--- src/rtl/bcd_disp_pkg.sv ---
// Shared constants and helpers for the multiplexed BCD 7-segment display.
package bcd_disp_pkg;

  // Logical active-high segment patterns, bit order {g,f,e,d,c,b,a}
  localparam logic [6:0] SEG_0    = 7'h3F;
  localparam logic [6:0] SEG_1    = 7'h06;
  localparam logic [6:0] SEG_2    = 7'h5B;
  localparam logic [6:0] SEG_3    = 7'h4F;
  localparam logic [6:0] SEG_4    = 7'h66;
  localparam logic [6:0] SEG_5    = 7'h6D;
  localparam logic [6:0] SEG_6    = 7'h7D;
  localparam logic [6:0] SEG_7    = 7'h07;
  localparam logic [6:0] SEG_8    = 7'h7F;
  localparam logic [6:0] SEG_9    = 7'h6F;
  localparam logic [6:0] SEG_DASH = 7'h40;
  localparam logic [6:0] SEG_OFF  = 7'h00;

  localparam int unsigned MAX_DIGITS = 8;

  // Bit i set when digit i (i>0) and every digit above it are zero.
  // Digit 0 is never blanked; codes 10..15 count as non-zero.
  function automatic logic [MAX_DIGITS-1:0] lz_blank_mask(
    input logic [4*MAX_DIGITS-1:0] bcd,
    input int unsigned             ndig
  );
    logic [MAX_DIGITS-1:0] m;
    logic                  zero_run;
    m        = '0;
    zero_run = 1'b1;
    for (int unsigned i = MAX_DIGITS - 1; i >= 1; i--) begin
      if (i < ndig) begin
        zero_run = zero_run && (bcd[4*i +: 4] == 4'd0);
        m[i]     = zero_run;
      end
    end
    return m;
  endfunction

endpackage

--- src/rtl/bcd_to_7seg.sv ---
// Combinational BCD digit to logical active-high 7-segment decoder.
module bcd_to_7seg
  import bcd_disp_pkg::*;
(
  input  logic [3:0] bcd,
  output logic [6:0] seg
);

  // Digits 0..9 map to numerals; anything else shows a dash
  always_comb begin
    seg = SEG_DASH;
    case (bcd)
      4'd0:    seg = SEG_0;
      4'd1:    seg = SEG_1;
      4'd2:    seg = SEG_2;
      4'd3:    seg = SEG_3;
      4'd4:    seg = SEG_4;
      4'd5:    seg = SEG_5;
      4'd6:    seg = SEG_6;
      4'd7:    seg = SEG_7;
      4'd8:    seg = SEG_8;
      4'd9:    seg = SEG_9;
      default: seg = SEG_DASH;
    endcase
  end

endmodule

--- src/rtl/bcd_display_mux.sv ---
// Time-multiplexed 7-segment driver: shadow register, refresh prescaler,
// rotating digit scanner, leading-zero blanking and a ghost-blank cycle
// at the start of every slot.
module bcd_display_mux
  import bcd_disp_pkg::*;
#(
  parameter int DIGITS        = 4,
  parameter int REFRESH_DIV   = 1000,
  parameter int ACTIVE_LOW    = 1,
  parameter int BLANK_LEADING = 1
) (
  input  logic                  clk,
  input  logic                  reset,
  input  logic                  en,
  input  logic                  load,
  input  logic [4*DIGITS-1:0]   bcd_in,
  output logic [6:0]            seg,
  output logic [DIGITS-1:0]     an
);

  localparam int PW = $clog2(REFRESH_DIV);
  localparam int SW = $clog2(DIGITS);
  localparam logic [PW-1:0] PRESC_LAST = PW'(REFRESH_DIV - 1);
  localparam logic [SW-1:0] SLOT_LAST  = SW'(DIGITS - 1);
  localparam logic          POL        = (ACTIVE_LOW != 0);

  logic [PW-1:0]            presc, presc_nxt;
  logic [SW-1:0]            slot, slot_nxt;
  logic [DIGITS-1:0][3:0]   shadow;
  logic [3:0]               digit;
  logic [6:0]               digit_seg;
  logic [MAX_DIGITS-1:0]    blank_all;
  logic [DIGITS-1:0]        blank;
  logic [6:0]               seg_l;
  logic [DIGITS-1:0]        an_l;

  // Prescaler and slot next-state; both hold while the scan is disabled
  always_comb begin
    presc_nxt = presc;
    slot_nxt  = slot;
    if (en) begin
      if (presc == PRESC_LAST) begin
        presc_nxt = '0;
        slot_nxt  = (slot == SLOT_LAST) ? '0 : slot + 1'b1;
      end else begin
        presc_nxt = presc + 1'b1;
      end
    end
  end

  // Outputs are computed from the next scan position and the current
  // (pre-load) shadow, so a load on the same edge never tears a digit.
  assign digit = shadow[slot_nxt];

  bcd_to_7seg u_dec (
    .bcd (digit),
    .seg (digit_seg)
  );

  // Leading-zero mask over the shadow contents
  always_comb begin
    blank_all = '0;
    if (BLANK_LEADING != 0)
      blank_all = lz_blank_mask((4*MAX_DIGITS)'(shadow), DIGITS);
    blank = blank_all[DIGITS-1:0];
  end

  // Logical output pattern: dark on disable, ghost-blank cycle or blanked digit
  always_comb begin
    seg_l = SEG_OFF;
    an_l  = '0;
    if (en && (presc_nxt != '0) && !blank[slot_nxt]) begin
      an_l[slot_nxt] = 1'b1;
      seg_l          = digit_seg;
    end
  end

  // State and output registers; polarity is applied only here
  always_ff @(posedge clk) begin
    if (reset) begin
      presc  <= '0;
      slot   <= '0;
      shadow <= '0;
      an     <= {DIGITS{POL}};
      seg    <= {7{POL}};
    end else begin
      presc <= presc_nxt;
      slot  <= slot_nxt;
      if (load)
        shadow <= bcd_in;
      an    <= an_l ^ {DIGITS{POL}};
      seg   <= seg_l ^ {7{POL}};
    end
  end

endmodule

--- config.mk ---
export PLATFORM = sky130hd
export DESIGN_NAME = bcd_display_mux
export DESIGN_NICKNAME = d
export VERILOG_FILES = /design/src/rtl/bcd_disp_pkg.sv /design/src/rtl/bcd_to_7seg.sv /design/src/rtl/bcd_display_mux.sv
export SDC_FILE = /design/constraint.sdc
export NUM_CORES = 1
export LEC_CHECK = 0
export CAP_MARGIN = 20
export CORE_ASPECT_RATIO = 1.1
export CORE_UTILIZATION = 50
export DETAILED_ROUTE_END_ITERATION = 8
export GPL_TIMING_DRIVEN = 0
export PLACE_DENSITY_LB_ADDON = 0.12
export SYNTH_ARGS = -nofsm -noshare
export SYNTH_HDL_FRONTEND = slang
export SYNTH_HIERARCHICAL = 1
export SYNTH_SLANG_ARGS = --single-unit
--- constraint.sdc ---
create_clock -name clk -period 6.2 [get_ports clk]
set_clock_uncertainty 0.2 [all_clocks]
set_input_delay 0.93 -clock clk [delete_from_list [all_inputs] [get_ports clk]]
set_output_delay 0.93 -clock clk [all_outputs]
set_load 0.1 [all_outputs]
==> impl_metrics.json, run 1 <==
{
  "power_leakage_nw": 1.01,
  "min_period_over_period_pct": 61.2,
  "fmax_mhz": 264,
  "p_int_w": 0.000385,
  "post_cts_resized": 0,
  "regToRegSetupSlack_ns": 2.54,
  "clock_path_buffers": 2,
  "setup_violations": 0,
  "r2r_start": "presc[0]",
  "slew_headroom_pct": 35.9,
  "rsz0062_at_grt": "false",
  "hold_viol": 0,
  "worst_skew_pair.late_latency_ns": 0.29,
  "gp_congestion": 0.777,
  "fp.dieH_um": 68.8,
  "synth_top_family_by_area": "simple AND/OR/NAND/NOR gates",
  "synth_xor_area_share_pct": 4.31,
  "period_minus_slack_ns": 3.79,
  "dieArea_um2": 4320,
  "worstSetupPathType": "in2reg",
  "overflow": 0,
  "final-seq-area_um2": 781,
  "grt_pass1_vias": 1355,
  "die_w_um": 62.8,
  "coreArea_um2": 3770,
  "grt_max_degree": 12,
  "ys.warnings.count": 6,
  "combPwrFrac_pct": 20.5,
  "hpwl_mm": 2.73,
  "cts_tree": "done",
  "hp-start": "shadow[0]",
  "pre_cts_ws_ns": 2.13,
  "mostFrequentLayoutCells": "39 x dfxtp_1, 31 x nor2_1, 28 x clkdlybuf4s50_1, 21 x mux2i_1",
  "crit_slowest_cell": "a21oi_1",
  "syn_nets": 245,
  "fin_ws_ns": 2.41,
  "cts_hold_repair.buffers": 0,
  "avgSynthCellArea_um2": 9.36,
  "drtAntennaViolNets": 0,
  "port-buffer-count": 28,
  "arrival_ns": 3.77,
  "num_rows": 23,
  "ys_async_sr_fraction_pct": 0,
  "startpoint_type": "input port",
  "layout.cells.most_common": "dfxtp_1",
  "post_cts_buffers": 0,
  "ioPinCount": 31,
  "switchingPower_w": 0.000157,
  "powerDensity_nw_per_um2": 221,
  "status": "complete, no violations",
  "synthTopCellsByArea": "dfxtp_1 38%, mux2i_1 10%, nor2_1 5.7%",
  "synth-seq-cells": 39,
  "pwr-share-clk_pct": 29.6,
  "fin_util_pct": 65.1,
  "synth_top_area_cell": "dfxtp_1",
  "vias_per_cell": 5.15,
  "finalMaxSlewViolations": 0,
  "synth-edff-count": 0,
  "num_vias": 1561,
  "ir_worst_vdd_v": 0.000140,
  "yosysSeqAreaShare_pct": 38.4,
  "synthMuxAreaShare_pct": 13.3,
  "synth_compound_area_share_pct": 9.86,
  "sw_frac_of_total_pct": 29.0,
  "clk_pin_slew_worst_paths_ns": 0.07,
  "synthDominantCellAreaShare_pct": 38.4,
  "finalNonFillerCells": 303,
  "cap_viol_max_count": 0,
  "cp_cell_sequence": "buf_4 > and2_1 > buf_4 > nand4_4 > mux2i_4 > buf_4 > a211oi_1 > a21oi_1 > inv_1 > ha_1 > mux2_2 > o22ai_1 > nand3b_1",
  "drtIter0Drc": 64,
  "area_growth_pct": 20.9,
  "setup_tns_ns": 0,
  "antenna_found_initial": 0,
  "cpMostUsedCell": "buf_4",
  "clock-sinks": 39,
  "multi_input_area_um2": 1140,
  "gr-usage-all-layers_pct": 18.3,
  "num-fill-cells": 334,
  "crit_required_ns": 6.18,
  "wl_mm": 3.60,
  "final_nets": 280,
  "hold_ws_ns": 0.317,
  "dr.pass1.iters": 4,
  "initial_utilization_pct": 53.9,
  "synthSimpleGateAreaFrac_pct": 23.6,
  "cp_max_fo": 10,
  "cp_num_buf_inv": 4,
  "wire_per_inst_um": 11.9,
  "cts_buffers": 5,
  "cpPeakStageDelay_ns": 0.58,
  "max_slew.worst_pin.slew_ns": 0.959,
  "synthCells": 217,
  "seq_power_share_pct": 49.9,
  "critical-path-top-delay-family": "compound AO/OA/AOI/OAI gates",
  "drc": 0,
  "end_kind": "flop",
  "synthFlopType": "dfxtp_1",
  "synthAdderAreaFrac_pct": 4.93,
  "syn_area_um2": 2030,
  "crit_start": "en",
  "hp-class": "reg2reg",
  "cts-htree-levels": 2,
  "diodes": 0,
  "dp_cells": 295,
  "clockRootBuffer": "clkbuf_8",
  "drive_above_1_share_pct": 10.7,
  "grt_pass1_wl_mm": 6.04,
  "ys_types": 49
}
-- power groups by stage --
stage                     combinational (W)  sequential (W)  clock [W]
final                              0.000111        0.000271   0.000160
after global routing               0.000119        0.000272   0.000180
after CTS                          0.000111        0.000271   0.000166
after detailed placement           0.000111        0.000276          0
after global placement             0.000110        0.000276          0
after floorplan                   0.0000477        0.000309          0
-- layer usage --
| metal | GRT usage [%] | vias up | share of wire, % |
|---|---|---|---|
| met4 | 9.01 | 0 | 1.7 |
| li1 | - | 825 | - |
| met2 | 30.0 | 40 | 45 |
| met1 | 22.4 | 688 | 50 |
| met5 | 0 | - | 0 |
| met3 | 4.93 | 8 | 3.7 |
-- cells by family (layout without fill, tap and decap cells) --
family	Yosys count	count (layout)
buffers and inverters	20	56
multiplexers	25	25
adder cells (fa/ha/maj)	8	8
AND/OR/NAND/NOR	84	84
XOR/XNOR	10	10
flip-flops	39	39
AO/OA/AOI/OAI	31	31
-- worst paths after layout --
check	end	cells after the start
setup / recovery	seg[3]	13
hold / removal	shadow[0]	2
setup reg to reg	seg[3]	13
hold reg to reg	shadow[0]	2
-- synthesized netlist by cell type, drive strengths merged (2+ instances only) --
cell type	instances
nor4	2
ha	8
or2	2
nor2b	7
clkbuf	6
o21ai	6
mux2i	22
inv	6
nor3b	4
nand3	8
nand3b	8
nor2	32
nand2b	2
and3	2
dfxtp	39
a211oi	5
buf	8
nand2	8
mux2	3
o22ai	3
xor2	3
xnor2	7
a31oi	2
a21o	2
a21oi	7
nand4	3
and2	2
-- cell type report --
cell class / count / share of cell area [%]
buffer: 14 / 3.67
clock buffer: 7 / 3.11
clock inverter: 1 / 0.204
inverter: 6 / 0.917
multi-input combinational: 158 / 46.3
sequential: 39 / 31.8
tap: 50 / 2.55
timing repair buffer: 28 / 11.4
-- sequential cells by signal, summed over array words and instances (netlist names) --
signal,flops
shadow,16
presc,10
seg,7
an,4
slot,2
-- stage by stage --
stage / total power, W / area, um^2
4_1_cts: 0.000548 / 2450
3_5_place_dp: 0.000387 / 2370
3_3_place_gp: 0.000386 / 2370
6_report: 0.000542 / 2450
5_1_grt: 0.000572 / 2450
2_1_floorplan: 0.000357 / 2030
-- worst register-to-register path, cell delays in order, from the launching register on --
cell and delay (ns):
dfxtp_1 0.44, ha_1 0.23, and2_1 0.13, buf_4 0.16, nand4_4 0.17, mux2_4 0.27, clkbuf_1 0.34, a211oi_1 0.10
a21oi_1 0.58, inv_1 0.19, ha_1 0.23, mux2_2 0.27, o22ai_1 0.16, nand3b_1 0.09
Power figures use the tool's default switching activity.
==> run 2, diff against run 1 <==
==> constraint.sdc (replaced) <==
create_clock -name clk -period 3.6 [get_ports clk]
set_clock_uncertainty 0.2 [all_clocks]
set_input_delay 0.54 -clock clk [delete_from_list [all_inputs] [get_ports clk]]
set_output_delay 0.54 -clock clk [all_outputs]
set_load 0.1 [all_outputs]
==> impl_metrics.json, run 2 (same netlist as run 1, synthesis figures left out) <==
{
  "r2r_start": "presc[0]",
  "clock-sinks": 39,
  "initial_utilization_pct": 53.9,
  "crit_slowest_cell": "dfxtp_1",
  "antenna_found_initial": 0,
  "crit_start": "presc[0]",
  "cap_viol_max_count": 0,
  "diodes": 0,
  "cts_tree": "done",
  "fin_ws_ns": 0.264,
  "drtAntennaViolNets": 0,
  "hp-class": "reg2reg",
  "port-buffer-count": 28,
  "finalMaxSlewViolations": 0,
  "num_vias": 1552,
  "cts_hold_repair.buffers": 0,
  "hold_ws_ns": 0.317,
  "power_w": 0.000934,
  "largest_reg_flops": 16,
  "cp_cell_sequence": "ha_1 > and2_1 > buf_4 > nand4_4 > mux2i_4 > buf_4 > a211oi_1 > a21oi_2 > inv_1 > ha_1 > mux2_2 > o22ai_1 > nand3b_1",
  "drc": 0,
  "pre_cts_ws_ns": -0.0808,
  "cts-htree-levels": 2,
  "dr.pass1.iters": 4,
  "arrival_ns": 3.31,
  "fmax_mhz": 300,
  "critical-path-top-delay-family": "multiplexers",
  "cpPeakStageDelay_ns": 0.44,
  "startpoint_type": "flop",
  "ir_worst_vdd_v": 0.000240,
  "cp_max_fo": 10,
  "fp.dieH_um": 68.8,
  "gr-usage-all-layers_pct": 18.3,
  "grt_pass1_vias": 1355,
  "area_growth_pct": 20.9,
  "final_area_um2": 2450,
  "ioPinCount": 31,
  "dieArea_um2": 4320,
  "wl_mm": 3.57,
  "powerDensity_nw_per_um2": 380,
  "placed_cell_area_um2": 2370,
  "min_period_over_period_pct": 92.7,
  "rsz0062_at_grt": "false",
  "cts_buffers": 5,
  "die_w_um": 62.8,
  "overflow": 0,
  "top_register": "shadow",
  "max_slew.worst_pin.slew_ns": 0.959,
  "crit_required_ns": 3.58,
  "clockRootBuffer": "clkbuf_8",
  "clock_path_buffers": 2,
  "status": "complete, no violations",
  "slew_headroom_pct": 35.9,
  "hold_viol": 0,
  "coreArea_um2": 3770,
  "layout.cells.most_common": "dfxtp_1",
  "grt_max_degree": 12,
  "end_kind": "flop",
  "num_rows": 23,
  "period_minus_slack_ns": 3.34,
  "power_leakage_nw": 1.00,
  "final_nets": 279,
  "gp_congestion": 0.777,
  "setup_violations": 0,
  "clk_pin_slew_worst_paths_ns": 0.07,
  "worst_skew_pair.late_latency_ns": 0.29,
  "wire_per_inst_um": 11.8,
  "fin_util_pct": 65.1,
  "cp_num_buf_inv": 3,
  "hp-start": "shadow[0]",
  "drive_above_1_share_pct": 11.1,
  "grt_pass1_wl_mm": 6.04,
  "mostFrequentLayoutCells": "39 x dfxtp_1, 31 x nor2_1, 28 x clkdlybuf4s50_1, 21 x mux2i_1",
  "drtIter0Drc": 50,
  "worstSetupPathType": "reg2reg",
  "reg.largest.list": "shadow x16, presc x10, seg x7",
  "vias_per_cell": 5.14,
  "hpwl_mm": 2.73
}
[run 2: changes by cell type in the layout (fill, tap and decap cells not counted), sizes merged]
cell	previous run	this run
clkbuf	13	12
[run 2: what timing repair did]
| action | in CTS | in global routing |
|---|---|---|
| gates resized for setup | 1 | 0 |
| endpoints found under the hold margin | 0 | 0 |
| endpoints found under the setup margin | 2 | 2 |
| setup buffers | 0 | 0 |
[run 2: area by class of cell]
cell class	count	area, um^2
Buffer	13	86.3
Clock buffer	7	76.3
Clock inverter	1	5.00
Inverter	6	22.5
Fill cell	334	1320
Sequential cell	39	781
Timing Repair Buffer	28	280
Multi-Input combinational cell	158	1140
Tap cell	50	62.6
[run 2: metrics by stage]
step	std cells	setup TNS, ns
5_1_grt	302	0
2_1_floorplan	217	0
3_3_place_gp	295	-0.130
3_5_place_dp	295	-0.149
4_1_cts	303	0
6_report	302	0
[run 2: path summary, 6_finish.rpt]
check / endpoint / slack (ns) / depth (start not counted)
max: seg[3] / 0.26 / 13
max reg2reg: seg[3] / 0.26 / 13
min: shadow[0] / 0.32 / 2
min reg2reg: shadow[0] / 0.32 / 2
[run 2: worst register-to-register path, stage by stage, from the launching register on]
cell and delay (ns):
dfxtp_1 0.44, ha_1 0.23, and2_1 0.13, buf_4 0.16, nand4_4 0.17, mux2i_4 0.35
buf_4 0.24, a211oi_1 0.10, a21oi_2 0.34, inv_1 0.15, ha_1 0.20, mux2_2 0.27
o22ai_1 0.16, nand3b_1 0.09
[run 2: where the power goes]
part | leakage [nW] | internal (W) | switching (W)
Sequential | 0.320 | 0.000453 | 0.0000133
Clock | 0.0422 | 0.000136 | 0.000141
Combinational | 0.642 | 0.0000746 | 0.000117
[run 2: metal layers]
metal  routed length (um)  global-route usage (%)
met2                 1610                    30.0
met1                 1770                    22.4
met3                  132                    4.93
met5                    0                       0
met4                   60                    9.01
